`src/rtl/mar_burst_gen_pkg.sv`:
```
// Shared types and port-B mode codes for the burst address generator.
package mar_pkg;

  typedef enum logic {
    IDLE  = 1'b0,
    BURST = 1'b1
  } state_t;

  localparam logic [1:0] BMODE_CPL = 2'd0;
  localparam logic [1:0] BMODE_MIR = 2'd1;
  localparam logic [1:0] BMODE_NXT = 2'd2;

endpackage

```
`src/rtl/mar_burst_gen_if.sv`:
```
// Request/handshake bundle between the controller and the burst address generator.
interface mar_burst_gen_if #(
  parameter int ADDR_W = 11,
  parameter int LEN_W  = 4
);
  logic              start;
  logic [ADDR_W-1:0] start_addr;
  logic [LEN_W-1:0]  start_len;
  logic [1:0]        b_mode;
  logic              abort;
  logic              ready;
  logic [ADDR_W-1:0] addr_a;
  logic [ADDR_W-1:0] addr_b;
  logic              valid;
  logic              busy;
  logic              done;

  modport master (
    output start, start_addr, start_len, b_mode, abort, ready,
    input  addr_a, addr_b, valid, busy, done
  );

  modport slave (
    input  start, start_addr, start_len, b_mode, abort, ready,
    output addr_a, addr_b, valid, busy, done
  );
endinterface

```
`src/rtl/mar_burst_gen_port_b_map.sv`:
```
// Port-B address derivation: complement, mirror or next address of port A.
module mar_port_b_map
  import mar_pkg::*;
#(
  parameter int ADDR_W = 11,
  parameter int STRIDE = 1
) (
  input  logic [ADDR_W-1:0] addr,
  input  logic [1:0]        mode,
  output logic [ADDR_W-1:0] addrB
);
  localparam logic [ADDR_W-1:0] STEP = ADDR_W'(STRIDE);

  // Mode 3 is not a defined mapping and falls back to complement.
  always_comb begin
    addrB = ~addr;
    case (mode)
      BMODE_MIR: addrB = addr;
      BMODE_NXT: addrB = addr + STEP;
      default:   addrB = ~addr;
    endcase
  end
endmodule

```
`src/rtl/mar_burst_gen.sv`:
```
// Burst address generator: latches a base address, then steps it by STRIDE per accepted beat.
// state | meaning:  IDLE | waiting for start ;  BURST | beats outstanding on valid/ready
module mar_burst_gen
  import mar_pkg::*;
#(
  parameter int ADDR_W = 11,
  parameter int LEN_W  = 4,
  parameter int STRIDE = 1
) (
  input  logic           clk,
  input  logic           rst_n,
  mar_burst_gen_if.slave bus
);
  localparam logic [ADDR_W-1:0] STEP = ADDR_W'(STRIDE);

  state_t            stateQ, stateD;
  logic [ADDR_W-1:0] addrAQ, addrAD;
  logic [ADDR_W-1:0] addrBQ, addrBD;
  logic [ADDR_W-1:0] addrNext, mapIn, mapOut;
  logic [LEN_W-1:0]  remQ, remD;
  logic [1:0]        modeQ, modeD, mapMode;
  logic              validQ, validD;
  logic              busyQ;
  logic              doneQ, doneD;

  // One mapper serves both the first beat (live inputs) and later beats (registered mode).
  assign addrNext = addrAQ + STEP;
  assign mapIn    = (stateQ == IDLE) ? bus.start_addr : addrNext;
  assign mapMode  = (stateQ == IDLE) ? bus.b_mode : modeQ;

  mar_port_b_map #(
    .ADDR_W (ADDR_W),
    .STRIDE (STRIDE)
  ) uMap (
    .addr  (mapIn),
    .mode  (mapMode),
    .addrB (mapOut)
  );

  always_ff @(posedge clk or negedge rst_n) begin
    if (!rst_n) begin
      stateQ <= IDLE;
      addrAQ <= '0;
      addrBQ <= '0;
      remQ   <= '0;
      modeQ  <= '0;
      validQ <= 1'b0;
      busyQ  <= 1'b0;
      doneQ  <= 1'b0;
    end else begin
      stateQ <= stateD;
      addrAQ <= addrAD;
      addrBQ <= addrBD;
      remQ   <= remD;
      modeQ  <= modeD;
      validQ <= validD;
      busyQ  <= (stateD == BURST);
      doneQ  <= doneD;
    end
  end

  always_comb begin
    stateD = stateQ;
    addrAD = addrAQ;
    addrBD = addrBQ;
    remD   = remQ;
    modeD  = modeQ;
    validD = validQ;
    doneD  = 1'b0;
    if (bus.abort) begin
      stateD = IDLE;
      validD = 1'b0;
    end else begin
      case (stateQ)
        IDLE: begin
          if (bus.start) begin
            addrAD = bus.start_addr;
            addrBD = mapOut;
            remD   = bus.start_len;
            modeD  = bus.b_mode;
            validD = 1'b1;
            stateD = BURST;
          end
        end
        BURST: begin
          if (validQ && bus.ready) begin
            if (remQ != '0) begin
              addrAD = addrNext;
              addrBD = mapOut;
              remD   = remQ - 1'b1;
            end else begin
              validD = 1'b0;
              doneD  = 1'b1;
              stateD = IDLE;
            end
          end
        end
        default: stateD = IDLE;
      endcase
    end
  end

  assign bus.addr_a = addrAQ;
  assign bus.addr_b = addrBQ;
  assign bus.valid  = validQ;
  assign bus.busy   = busyQ;
  assign bus.done   = doneQ;
endmodule

```
`src/flat_wrapper.sv`:
```
// flat-port wrapper written by rule: the top's interface ports become plain ports
module mar_burst_gen_flat import mar_pkg::*;
#(
  parameter int ADDR_W = 11,
  parameter int LEN_W  = 4,
  parameter int STRIDE = 1
)
  (clk, rst_n, bus_start, bus_start_addr, bus_start_len, bus_b_mode, bus_abort, bus_ready, bus_addr_a, bus_addr_b, bus_valid, bus_busy, bus_done);
  mar_burst_gen_if #(.ADDR_W(ADDR_W), .LEN_W(LEN_W)) bus_i ();
  input  logic clk;
  input  logic rst_n;
  input wire logic [$bits(bus_i.start)-1:0] bus_start;
  input wire logic [$bits(bus_i.start_addr)-1:0] bus_start_addr;
  input wire logic [$bits(bus_i.start_len)-1:0] bus_start_len;
  input wire logic [$bits(bus_i.b_mode)-1:0] bus_b_mode;
  input wire logic [$bits(bus_i.abort)-1:0] bus_abort;
  input wire logic [$bits(bus_i.ready)-1:0] bus_ready;
  output wire logic [$bits(bus_i.addr_a)-1:0] bus_addr_a;
  output wire logic [$bits(bus_i.addr_b)-1:0] bus_addr_b;
  output wire logic [$bits(bus_i.valid)-1:0] bus_valid;
  output wire logic [$bits(bus_i.busy)-1:0] bus_busy;
  output wire logic [$bits(bus_i.done)-1:0] bus_done;
  assign bus_i.start = bus_start;
  assign bus_i.start_addr = bus_start_addr;
  assign bus_i.start_len = bus_start_len;
  assign bus_i.b_mode = bus_b_mode;
  assign bus_i.abort = bus_abort;
  assign bus_i.ready = bus_ready;
  assign bus_addr_a = bus_i.addr_a;
  assign bus_addr_b = bus_i.addr_b;
  assign bus_valid = bus_i.valid;
  assign bus_busy = bus_i.busy;
  assign bus_done = bus_i.done;
  mar_burst_gen #(.ADDR_W(ADDR_W), .LEN_W(LEN_W), .STRIDE(STRIDE)) u_core (.clk(clk), .rst_n(rst_n), .bus(bus_i));
endmodule
```
`config.mk`:
```
export PLATFORM = sky130hd
export DESIGN_NAME = mar_burst_gen_flat
export DESIGN_NICKNAME = d
export VERILOG_FILES = /design/src/rtl/mar_burst_gen_pkg.sv /design/src/rtl/mar_burst_gen_if.sv /design/src/rtl/mar_burst_gen_port_b_map.sv /design/src/rtl/mar_burst_gen.sv /design/src/flat_wrapper.sv
export SDC_FILE = /design/constraint.sdc
export NUM_CORES = 1
export LEC_CHECK = 0
export ABC_AREA = 1
export CORE_MARGIN = 10
export CORE_UTILIZATION = 25
export DETAILED_ROUTE_END_ITERATION = 10
export PLACE_DENSITY = 0.52
export SETUP_SLACK_MARGIN = 0.1
export SYNTH_ARGS = -nofsm -noshare
export SYNTH_HDL_FRONTEND = slang
export SYNTH_SLANG_ARGS = --single-unit
```
`constraint.sdc`:
```
create_clock -name clk -period 2.3 [get_ports clk]
set_input_delay 0.46 -clock clk [delete_from_list [all_inputs] [get_ports clk]]
set_output_delay 0.46 -clock clk [all_outputs]
set_load 0.01 [all_outputs]
```
=== Yosys cells after proc, flatten, opt, wreduce, memory -nomap -nowiden ===
Index checks and enable logic that the tools add are counted.

* $add $sub $neg: 3
* Equal/unequal tests: 8
* Mux-type cells: 29
* Bitwise gates (word level): 3
* Reduce and logical (&&, ||, !) cells: 5

{| class="wikitable"
|+ Operators by type and width
! operator !! number
|-
| 11-bit 2-to-1 mux || 7
|-
| 11-bit case mux with 2 select lines || 3
|-
| 11-bit by 1-bit adder with 11-bit output (second input constant) || 2
|-
| 1-bit 2-to-1 mux || 12
|-
| 4-bit 2-to-1 mux || 3
|-
| 11-bit inverter || 1
|-
| 3-bit != test (second input constant) || 3
|-
| 4-bit case mux with 2 select lines || 1
|-
| 2-bit != test (second input constant) || 3
|-
| 3-bit AND reduction || 2
|-
| 1-bit case mux with 2 select lines || 2
|-
| 4-bit AND reduction || 1
|-
| 4-bit nonzero test || 1
|-
| 4-bit by 1-bit subtractor with 4-bit output (second input constant) || 1
|-
| 2-bit by 1-bit == test with 1-bit output (second input constant) || 1
|-
| 2-bit == test (second input constant) || 1
|-
| 2-bit 2-to-1 mux || 1
|-
| 1-bit inverter || 2
|-
| 1-bit logical AND || 1
|}

* Flip-flop bits (word level): 31
* Input bits: 22
* Output and inout port bits: 25
* Word-level logic and storage cells: 55

=== Depth between registers and ports, before layout ===
* Depth after elaboration: 7
* Gate-level depth with buffers: 13
* Mapped depth without buffers: 13

=== Cells and area by module ===
A second synthesis with hierarchy kept.

* Cells, all modules: 329
* Area total of the unflattened synthesis: 2243.4 sq um

{| class="wikitable"
|+ Modules (own cells, without submodules)
! module !! times used !! cells an instance !! area an instance (sq um) !! seq. area each (sq um)
|-
| mar_burst_gen || 1 || 233 || 1756.7 || 775.7
|-
| mar_port_b_map || 1 || 96 || 486.7 || 0.0
|}

=== Worst setup path after synthesis ===
No wires, ideal clock.

* Path type: register to register
* Start point: register u_core.stateQ
* End point: register u_core.addrBQ[2] (netlist: u_core.bus.addr_b[2])
* Library setup time: 65 ps
* Arrival: 2123 ps
* Data required time: 2235 ps
* Slack: 112 ps
* Cell stages (with the launch flop): 12
* Path buffers: 3
* Clock period less this slack: 2188 ps
* Cell sequence: dfrtp_1 buf_6 inv_2 buf_2 or2_2 o21ai_0 inv_1 ha_1 clkbuf_1 o311ai_0 nand3_1 nand2_1

* Cells in the longest elaborated chain, start to end: 6
* Elaborated cells between the ends (all ways): 16
* Those cells by class: 1 x add/sub; 5 x eq/ne; 7 x mux; 2 x bitwise; 1 x reduce/logical

{| class="wikitable"
|+ RTL lines
! item !! RTL line !! text
|-
| from (decl) || mar_burst_gen.sv:16 || <nowiki>state_t stateQ, stateD;</nowiki>
|-
| from (signal assigned) || mar_burst_gen.sv:51 || <nowiki>stateQ <= stateD;</nowiki>
|-
| 11-bit 2-to-1 mux / 2-bit 2-to-1 mux (equally long branches) || mar_burst_gen.sv:28, mar_burst_gen.sv:29 ||
|-
| 11-bit by 1-bit adder with 11-bit output (tied with other cells) || mar_burst_gen_port_b_map.sv:19 || <nowiki>BMODE_NXT: addrB = addr + STEP;</nowiki>
|-
| 11-bit case mux with 2 select lines || mar_burst_gen_port_b_map.sv:17 || <nowiki>case (mode)</nowiki>
|-
| 11-bit 2-to-1 mux || mar_burst_gen.sv:87 || <nowiki>if (remQ != '0) begin</nowiki>
|-
| 11-bit 2-to-1 mux || mar_burst_gen.sv:86 || <nowiki>if (validQ && bus.ready) begin</nowiki>
|-
| 11-bit case mux with 2 select lines || mar_burst_gen.sv:74 || <nowiki>case (stateQ)</nowiki>
|-
| to (signal assigned) || mar_burst_gen.sv:53 || <nowiki>addrBQ <= addrBD;</nowiki>
|-
| to (decl) || mar_burst_gen.sv:18 || <nowiki>logic [ADDR_W-1:0] addrBQ, addrBD;</nowiki>
|}

Several ways; a longest one is shown, not always the timed one. The select of a mux whose other input is x is not followed.
A chain may end at the register's enable or synchronous reset.

=== Worst setup path in the final report ===
* Start point: register u_core.addrAQ[1] (netlist: u_core.bus.addr_a[1])
* End point: register u_core.addrBQ[10] (netlist: u_core.bus.addr_b[10])

* Cells in the longest elaborated chain, start to end: 7
* Elaborated cells between the ends (all ways): 9
* Those cells by class: 2 x add/sub; 6 x mux; 1 x bitwise

{| class="wikitable"
|+ RTL lines
! item !! RTL line !! text
|-
| from (decl) || mar_burst_gen.sv:17 || <nowiki>logic [ADDR_W-1:0] addrAQ, addrAD;</nowiki>
|-
| from (signal assigned) || mar_burst_gen.sv:52 || <nowiki>addrAQ <= addrAD;</nowiki>
|-
| 11-bit by 1-bit adder with 11-bit output * || mar_burst_gen.sv:27 || <nowiki>assign addrNext = addrAQ + STEP;</nowiki>
|-
| 11-bit 2-to-1 mux * || mar_burst_gen.sv:28 || <nowiki>assign mapIn = (stateQ == IDLE) ? bus.start_addr : addrNext;</nowiki>
|-
| net u_core.mapIn[1] || mar_burst_gen.sv:19 || <nowiki>logic [ADDR_W-1:0] addrNext, mapIn, mapOut;</nowiki>
|-
| 11-bit by 1-bit adder with 11-bit output * || mar_burst_gen_port_b_map.sv:19 ||
|-
| 11-bit case mux with 2 select lines * || mar_burst_gen_port_b_map.sv:17 ||
|-
| 11-bit 2-to-1 mux || mar_burst_gen.sv:87 ||
|-
| 11-bit 2-to-1 mux || mar_burst_gen.sv:86 ||
|-
| 11-bit case mux with 2 select lines * || mar_burst_gen.sv:74 ||
|}

The timed path passes the listed nets; every way through them passes the cells marked *. The select of a mux whose other input is x is not followed.

==> impl_results.md <==
* Final-report hold violation count at 0
* Cts bufs inserted at 5
* Synthesized area per cell at 7.15 um2
* Setup violators final at 0
* Max IR drop VDD at roughly 300 uV
* Crit path launch: u_core.bus.addr_a[1]
* Finished Layout Cells at 460
* Std-Cell Rows at 33
* Vias in the first global route at 2168
* Reg-to-Reg End: u_core.bus.addr_b[10]
* FF+latch count, synth at 31
* LEAKAGE at between 1 and 1.5 nW
* GP Congestion at 0.852
* Drt pass-1 iters at 4
* Worst-margin pin slew at between 0.4 and 0.5 ns
* Asr flop ratio synth at 100%
* Hold Path Class: register to register
* Final worst-path cycle share at between 80 and 90%
* Initial antenna violation count at 0
* HP Start: u_core.bus.addr_b[3]
* Core area at 8300 um2
* Critical path type: register to register
* Hold Path End: u_core.bus.addr_b[3]
* Clock sink count at 31
* PD cells at 801 nW/um2
* # diodes at 0
* Crit-path max FO at 6
* Total grt overflow at 0
* Skew final at 0.00566 ns
* YS warnings at 0
* Wirelength per Cell at around 14 um
* Number of flops mapped to enable cells by yosys at 0
* # nets final at between 300 and 400
* Iteration-0 DRC count of the detailed router at 110
* Worst r2r src: u_core.bus.addr_a[1]
* Vias per cell at 4.57
* Overall routing resource usage at 10.3%
* Outcome: finished clean
* Final hold slack at roughly 0.48 ns
* Max Cap Viol at 0
* Synth area leader: dfrtp_1
* Netlist cell types at 33
* Port bufs at 46
* RSZ-0062 raised after global routing: true
* Mapped Area at 2150 um2
* Vias after detailed routing at 2100
* Die area at about 13000 um2
* Syn nets at 328
* Req. time, crit path at between 2 and 2.5 ns
* Hold path depth at 2
* Die Span Y at 113 um
* CP Capture Type: register
* Arrival time of the worst setup path at around 2.2 ns
* R2R setup slack at ~0.31 ns
* Most instantiated library cell after synthesis: nand2_1
* # IOs at 47
* Clk root buf: clkbuf_8
* Seq/Total Area, Yosys at between 30% and 40%
* Synthesis-to-finish area growth at 33.1%
* Hpwl dp at 4.92 mm
* Worst skew pair latency at around 0.28 ns
* Die Width at approximately 110 um
* Minimum clock period at a little under 2 ns
* Ys flop type: dfrtp_1
* Clock slew at reported path FFs at 0.07 ns
* Synth top cells by count: nand2_1, dfrtp_1, inv_1, nand3_1, o21ai_0
* Syn Inst Count at 301
* Setup bufs post-CTS at 0
* Final WL at approximately 6.4 mm
* DRT antenna net count at 0
* Drt drc at 0
* CTS tree: done
* First-pass GRT wire length at around 11 mm
* Synth area leaders: dfrtp_1, nand2_1, nand3_1
* Fin. max-slew vios at 0
* Synth top area share at around 36%
* CP startpoint kind: register
* Initial Util at about a quarter
* Cell depth of the worst flop-to-flop path at 11
* Share of layout cells above drive strength 1 at 17.2%
* Slew HR at a little under three quarters
* H-tree Lvls at 2
* Placed Cells incl. Taps at between 400 and 500
* Peak Freq at about 0.5 GHz
* Largest net degree at the start of global routing at 32
* Clock Tree Buf Depth at 2
==> power breakdown <==
part / switching [W] / internal [W]
clock: 0.000204 / 0.000202
combinational: 0.000561 / 0.000493
sequential: 0.000135 / 0.000698
total: 0.000900 / 0.00139
==> metrics by stage <==
step / power [W] / area [um2] / worst slack, ns / setup TNS [ns] / util, %
2_1_floorplan: 0.00140 / 2150 / 0.112 / 0 / -
3_3_place_gp: 0.00189 / 2780 / -0.00995 / -0.00995 / 33.5
3_5_place_dp: 0.00190 / 2780 / -0.0461 / -0.0915 / 33.5
4_1_cts: 0.00232 / 2850 / 0.246 / 0 / 34.4
5_1_grt: 0.00250 / 2860 / 0.0838 / 0 / 34.5
6_report: 0.00229 / 2860 / 0.312 / 0 / 34.5
==> cells in the final DEF, fill, tap and decap left out, drive strengths merged, types with 2 or more instances in the layout <==
cell,n
nor3,2
clkbuf,6
dfrtp,31
mux2,2
clkdlybuf4s50,46
a21oi,16
or2,6
inv,31
nand2,93
a31oi,2
nand3,31
nor2,31
o21ai,31
nand4,3
buf,12
ha,5
==> sequential cells by signal, summed over array words and instances (netlist names) <==
register and flops:
u_core.bus.addr_a 11, u_core.bus.addr_b 11, u_core.bus.done 1, u_core.bus.valid 1, u_core.modeQ 2, u_core.remQ 4, u_core.stateQ 1
==> area by class of cell <==
class,instances,area [um2]
clock buffer,6,72.6
fill,885,5440
sequential,31,776
inverter,31,116
timing repair buffer,58,554
tap,105,131
multi-input combinational,229,1210
==> layer usage <==
metal | global-route usage, % | vias up | share of wire [%]
li1 | - | 1095 | -
met1 | 12.9 | 959 | 48
met2 | 16.6 | 41 | 45
met3 | 3.12 | 5 | 5.9
met4 | 2.79 | 0 | 0.72
met5 | 0 | - | 0
==> worst max-delay path, cell delays in order, from the launching register on <==
cell	delay, ns
dfrtp_1	0.44
ha_1	0.29
nand2_1	0.09
nand2_1	0.14
ha_2	0.22
nand2_2	0.07
nor2_2	0.14
nand3_2	0.13
nor2_2	0.13
nand3_1	0.09
nand3_1	0.10
a21oi_2	0.05
==> worst max path at each step <==
stage,slack [ns],end,cells after the start
finish,0.31,u_core.bus.addr_b[10],11
global route,0.08,u_core.bus.addr_b[9],10
CTS,0.25,bus_busy,2
detailed placement,-0.05,u_core.bus.addr_b[9],9
global placement,-0.01,u_core.bus.addr_b[4],8
floorplan,0.11,u_core.bus.addr_b[2],11
==> logic make-up after synthesis <==
kind of cell	after synthesis	synth area share, %
AND/OR/NAND/NOR	167	37.9
flip-flops	31	36.1
AO/OA/AOI/OAI	55	14.3
multiplexers	2	1.05
adder cells (fa/ha/maj)	5	2.91
buffers and inverters	41	7.79
==> timing repair <==
action                                  CTS  global route
hold buffers                              0             0
endpoints found under the setup margin    0             7
hold endpoints to repair                  0             0
gates resized for setup                   0             4
(Power assumes the default switching activity.)
